### src/rtl/deser_pkg.sv
// Shared definitions for the chunked word link (deserializer and serializer side).
// Chunk count and counter width helpers so both ends agree on the framing.
package deser_pkg;

    typedef enum logic [1:0] {
        EMPTY,
        ACC,
        HOLD,
        STALL
    } deser_state_e;

    function automatic int n_chunk(input int in_w, input int out_w);
        return out_w / in_w;
    endfunction

    function automatic int cnt_w(input int n);
        return (n > 1) ? $clog2(n) : 1;
    endfunction

    localparam int DEF_IN_W  = 8;
    localparam int DEF_OUT_W = 24;
    localparam int CNT_W     = cnt_w(n_chunk(DEF_IN_W, DEF_OUT_W));

endpackage

### src/rtl/word_hold_reg.sv
// Single-entry word register with load/pop and a valid flag.
// A load on the same edge as a pop wins, so a swap keeps valid set.
module word_hold_reg #(
    parameter int W = 24
) (
    input  logic         clk,
    input  logic         reset_n,
    input  logic         load,
    input  logic [W-1:0] d,
    input  logic         rd,
    output logic         valid,
    output logic [W-1:0] q
);

    always_ff @(posedge clk or negedge reset_n) begin
        if (!reset_n) begin
            q     <= '0;
            valid <= 1'b0;
        end else if (load) begin
            q     <= d;
            valid <= 1'b1;
        end else if (rd) begin
            valid <= 1'b0;
        end
    end

endmodule

### src/rtl/deserializer.sv
// Receive end of the chunked word link: MSB-first chunks into full words,
// double-buffered between the shift register and the output holding register.
module deserializer
    import deser_pkg::*;
#(
    parameter int IN_W  = 8,
    parameter int OUT_W = 24
) (
    input  logic             clk,
    input  logic             reset_n,
    input  logic             data_in_val,
    input  logic [IN_W-1:0]  data_in,
    input  logic             sof,
    output logic             in_rdy,
    output logic             data_out_val,
    output logic [OUT_W-1:0] data_out,
    input  logic             rd,
    output logic             ovf,
    output logic             sync_err,
    input  logic             clr_err
);

    localparam int N   = n_chunk(IN_W, OUT_W);
    localparam int CW  = cnt_w(N);
    localparam int SHW = (N > 1) ? (N - 1) * IN_W : 1;
    localparam logic [CW-1:0] CNT_LAST = CW'(N - 1);

    if (IN_W < 1 || N < 1 || (OUT_W % IN_W) != 0) begin : g_bad_cfg
        $error("deserializer: OUT_W must be a positive multiple of IN_W");
    end

    logic [CW-1:0]    cnt;
    logic [OUT_W-1:0] word;
    logic             accept;
    logic             done;
    deser_state_e     st;

    always_comb begin
        st = EMPTY;
        unique case (1'b1)
            data_out_val && cnt == CNT_LAST:  st = STALL;
            data_out_val && cnt != CNT_LAST:  st = HOLD;
            !data_out_val && cnt != '0:       st = ACC;
            default:                          st = EMPTY;
        endcase
    end

    // A pop in STALL frees the holding register on the same edge.
    assign in_rdy = (st != STALL) | rd;
    assign accept = data_in_val & in_rdy;

    if (N > 1) begin : g_shift
        logic [SHW-1:0] shift;

        always_ff @(posedge clk or negedge reset_n) begin
            if (!reset_n) begin
                shift <= '0;
            end else if (accept) begin
                if (sof) shift <= SHW'(data_in);
                else     shift <= SHW'({shift, data_in});
            end
        end

        assign word = {shift, data_in};
        assign done = accept & ~sof & (cnt == CNT_LAST);
    end else begin : g_single
        assign word = data_in;
        assign done = accept;
    end

    always_ff @(posedge clk or negedge reset_n) begin
        if (!reset_n) begin
            cnt <= '0;
        end else if (accept) begin
            if (done)     cnt <= '0;
            else if (sof) cnt <= CW'(1);
            else          cnt <= cnt + CW'(1);
        end
    end

    always_ff @(posedge clk or negedge reset_n) begin
        if (!reset_n) begin
            ovf      <= 1'b0;
            sync_err <= 1'b0;
        end else begin
            ovf      <= (data_in_val & ~in_rdy) | (ovf & ~clr_err);
            sync_err <= (accept & sof & (cnt != '0)) | (sync_err & ~clr_err);
        end
    end

    word_hold_reg #(
        .W(OUT_W)
    ) u_hold (
        .clk    (clk),
        .reset_n(reset_n),
        .load   (done),
        .d      (word),
        .rd     (rd),
        .valid  (data_out_val),
        .q      (data_out)
    );

endmodule

### config.mk
export PLATFORM = sky130hd
export DESIGN_NAME = deserializer
export DESIGN_NICKNAME = d
export VERILOG_FILES = /design/src/rtl/deser_pkg.sv /design/src/rtl/word_hold_reg.sv /design/src/rtl/deserializer.sv
export SDC_FILE = /design/constraint.sdc
export NUM_CORES = 1
export LEC_CHECK = 0
export ABC_AREA = 1
export BUFFER_PORTS_ARGS = -buffer_cell sky130_fd_sc_hd__buf_2
export CAP_MARGIN = 10
export CORE_ASPECT_RATIO = 1.75
export CORE_MARGIN = 5
export CORE_UTILIZATION = 40
export CTS_CLUSTER_DIAMETER = 100
export DETAILED_ROUTE_END_ITERATION = 8
export GPL_TIMING_DRIVEN = 0
export PLACE_DENSITY = 0.65
export SLEW_MARGIN = 30
export SYNTH_ARGS = -nofsm -noshare
export SYNTH_HDL_FRONTEND = slang
export SYNTH_SLANG_ARGS = --single-unit
### constraint.sdc
create_clock -name clk -period 1.6 [get_ports clk]
set_input_delay 0.24 -clock clk [delete_from_list [all_inputs] [get_ports clk]]
set_output_delay 0.24 -clock clk [all_outputs]
set_load 0.01 [all_outputs]
==> flow_summary_export.csv <==
group,metric,value,unit
run_status,status,"completed",
floorplan,core-area,4404,um^2
sta,clock_skew,0.01151,ns
cts,cts_tree,"yes",
route,vias,1386,
yosys,syn_nets,209,
sta,slew_violations,0,
hold_path,holdPathStages,2,
pwr,ir_drop,0.7407,mV
worst_setup_path,startpoint_type,"flip-flop",
worst_setup_path,required,1.36,ns
yosys,ys_ff_latch,45,
final_layout,syn2layout_area_growth,20.64,%
worst_setup_path,slowest_stage,"dfrtp_1",
route,wl,3578,um
placement,routabilityCongestion,0.8065,
sta,fmax,682.9,MHz
grt,grt_use_met2,23.82,%
sta,setup_violations,0,
job,cap_violations,0,
cts,cts.htree.levels,2,
yosys,yosys_warnings,0,
sta,setup_tns,0,ns
floorplan,num_rows,32,
grt,met1_usage,15.53,%
worst_setup_path,worst-r2r-setup-slack,0.19,ns
route,drcViolationCount,0,
yosys,syn_avg_cell_area,9.452,um^2
cts,clk_latency,0.29,ns
placement,place_area,2096,um^2
sta,fin_crit_sh,91.53,%
final_layout,drive_gt1_share,26.75,%
cts,cts_sinks,45,
route,wl_per_cell,12.17,um
grt,grt_pass1_vias,1418,
hold_path,min_path_type,"primary input to flip-flop",
route,initialDrtViolationCount,34,
floorplan,die_w,61.05,um
sta,rsz0062_at_grt,"false",
grt,grt_pass1_wl,6368,um
worst_setup_path,critical_path.max_fanout,4,
worst_setup_path,path_class,"flip-flop to primary output",
yosys,yosysUniqueCellTypes,19,
route,postRouteAntennaNets,0,
cts,clock_path_buffers,2,
grt,gr-total-overflow,0,
cts,cts_setup_buffers,0,
worst_setup_path,rr_worst_depth,6,
sta,relSlewSlack,62.54,%
cts,clk_pin_slew,0.09,ns
worst_setup_path,slowest_delay,0.36,ns
grt,antenna_found_initial,0,
yosys,synth-seq-area-share,61.73,%
floorplan,die_h,99.34,um
sta,period_minus_slack,1.464,ns
worst_setup_path,cp_cell_sequence,"inv_1, ha_4, nand3_2, buf_2",
final_layout,n_antenna_cell,0,
worst_setup_path,worstSetupEndpointType,"primary output",
floorplan,boundaryPins,42,
route,firstDrtPassIters,4,
route,via_per_inst,4.714,
cts,cts-root-buf,"clkbuf_8",
grt,met3_usage,3.117,%
pwr,p_leak,1.192,nW
final_layout,final_area,2201,um^2
floorplan,initial_utilization,41.42,%
grt,grt_busiest_layer,"met2",
grt,gr-usage-all-layers,13.93,%
grt,grt_max_degree,46,
cts,numCtsBuffers,5,
yosys,synthesis.area,1824,um^2
placement,numPortBuffers,41,
floorplan,dieArea,6064,um^2
worst_setup_path,critPathArrivalTime,1.22,ns
placement,dp_hpwl,2675,um
sta,tightest_slew,0.5619,ns
final_layout,fin_nets,258,
sta,hold_viol_final,0,
yosys,syn_inst,193,
pwr,p_per_area,1307,nW/um^2
==> per-layer routing <==
layer  part of all wire, %  routed length, um
met1                    39               1401
met2                    53               1909
met3                   4.8                170
met4                   2.7                 97
met5                     0                  0
==> cell usage after synthesis (all sizes together) <==
library cell / number / area (um^2)
buf: 6 / 47.54
clkbuf: 3 / 12.51
dfrtp: 45 / 1126
ha: 2 / 25.02
inv: 33 / 123.9
nand2: 56 / 212.7
nand3: 2 / 15.01
nand4: 3 / 25.02
o21ai: 41 / 224.0
o22ai: 1 / 6.260
or2: 1 / 6.260
==> what timing repair did <==
item | 4_1_cts | 5_1_grt
hold buffers | 1 | 0
endpoints found under the hold margin | 45 | 0
endpoints found under the setup margin | 0 | 17
gates resized for setup | 0 | 2
==> cells by family (layout without fill, tap and decap cells) <==
logic type / Yosys count / count (layout) / share of synthesized area (%)
adders and majority gates: 2 / 2 / 1.372
DFF: 45 / 45 / 61.73
AOI/OAI and AO/OA: 42 / 42 / 12.62
buffers and inverters: 42 / 92 / 10.08
and+or+nand+nor: 62 / 62 / 14.20
==> worst max-delay path: cells and delay by family (launching register included) <==
kind	cells	cell delay, ns
flops	1	0.36
buf+inv	2	0.30
fa+ha+maj	1	0.19
simple gates	1	0.10
==> area by class of cell <==
cell class / count / area [um^2]
fill: 445 / 2203
clock inverter: 2 / 10.01
clock buffer: 6 / 72.57
tap: 51 / 63.81
timing repair buffer: 42 / 217.7
sequential: 45 / 1126
buffer: 9 / 60.06
inverter: 33 / 123.9
multi-input combinational: 106 / 526.8
==> through the flow <==
stage               hold WS [ns]  total power, mW  cells  utilization, %  worst slack (ns)
floorplan               -0.05559            1.915    193               -            0.2869
global placement          0.4381            2.224    285           47.53            0.1537
detailed placement        0.2740            2.247    285           47.59           0.08571
CTS                       0.1194            2.921    294           49.69           0.02581
global route              0.1310            3.106    294           49.97           0.04321
finish                    0.1241            2.877    294           49.97            0.1356
==> registers in the layout, summed over array words and instances, names as in the netlist <==
| name | cells |
|---|---|
| sync_err | 1 |
| cnt | 2 |
| u_hold.valid | 1 |
| u_hold.q | 24 |
| ovf | 1 |
| g_shift.shift | 16 |
==> layout by cell type, fill, tap and decap left out <==
cell	n
nand2_1	55
dfrtp_1	45
buf_2	42
inv_1	33
o21ai_0	31
o21ai_1	5
o21ai_2	5
clkbuf_8	5
clkbuf_1	3
buf_4	3
buf_6	2
nand4_1	2
clkinv_2	2
nand3_2	1
nand3_1	1
or2_2	1
nand2_2	1
o22ai_1	1
nand4_2	1
clkbuf_2	1
ha_1	1
ha_4	1
dlygate4sd3_1	1
==> where the power goes <==
group | internal (mW) | switching (mW) | total [mW]
Combinational | 0.302 | 0.387 | 0.689
Clock | 0.303 | 0.363 | 0.666
Sequential | 1.39 | 0.133 | 1.52
Total | 1.99 | 0.882 | 2.88
==> final timing paths <==
check,to,start
setup / recovery,in_rdy,cnt[0]$_DFFE_PN0P_
hold / removal,ovf$_DFF_PN0_,clr_err
setup reg to reg,g_shift.shift[10]$_DFFE_PN0P_,cnt[0]$_DFFE_PN0P_
hold reg to reg,u_hold.q[22]$_DFFE_PN0P_,u_hold.q[22]$_DFFE_PN0P_
max in group asynchronous,u_hold.q[13]$_DFFE_PN0P_,reset_n
min in group asynchronous,u_hold.q[4]$_DFFE_PN0P_,reset_n
Power figures use the tool's default switching activity.
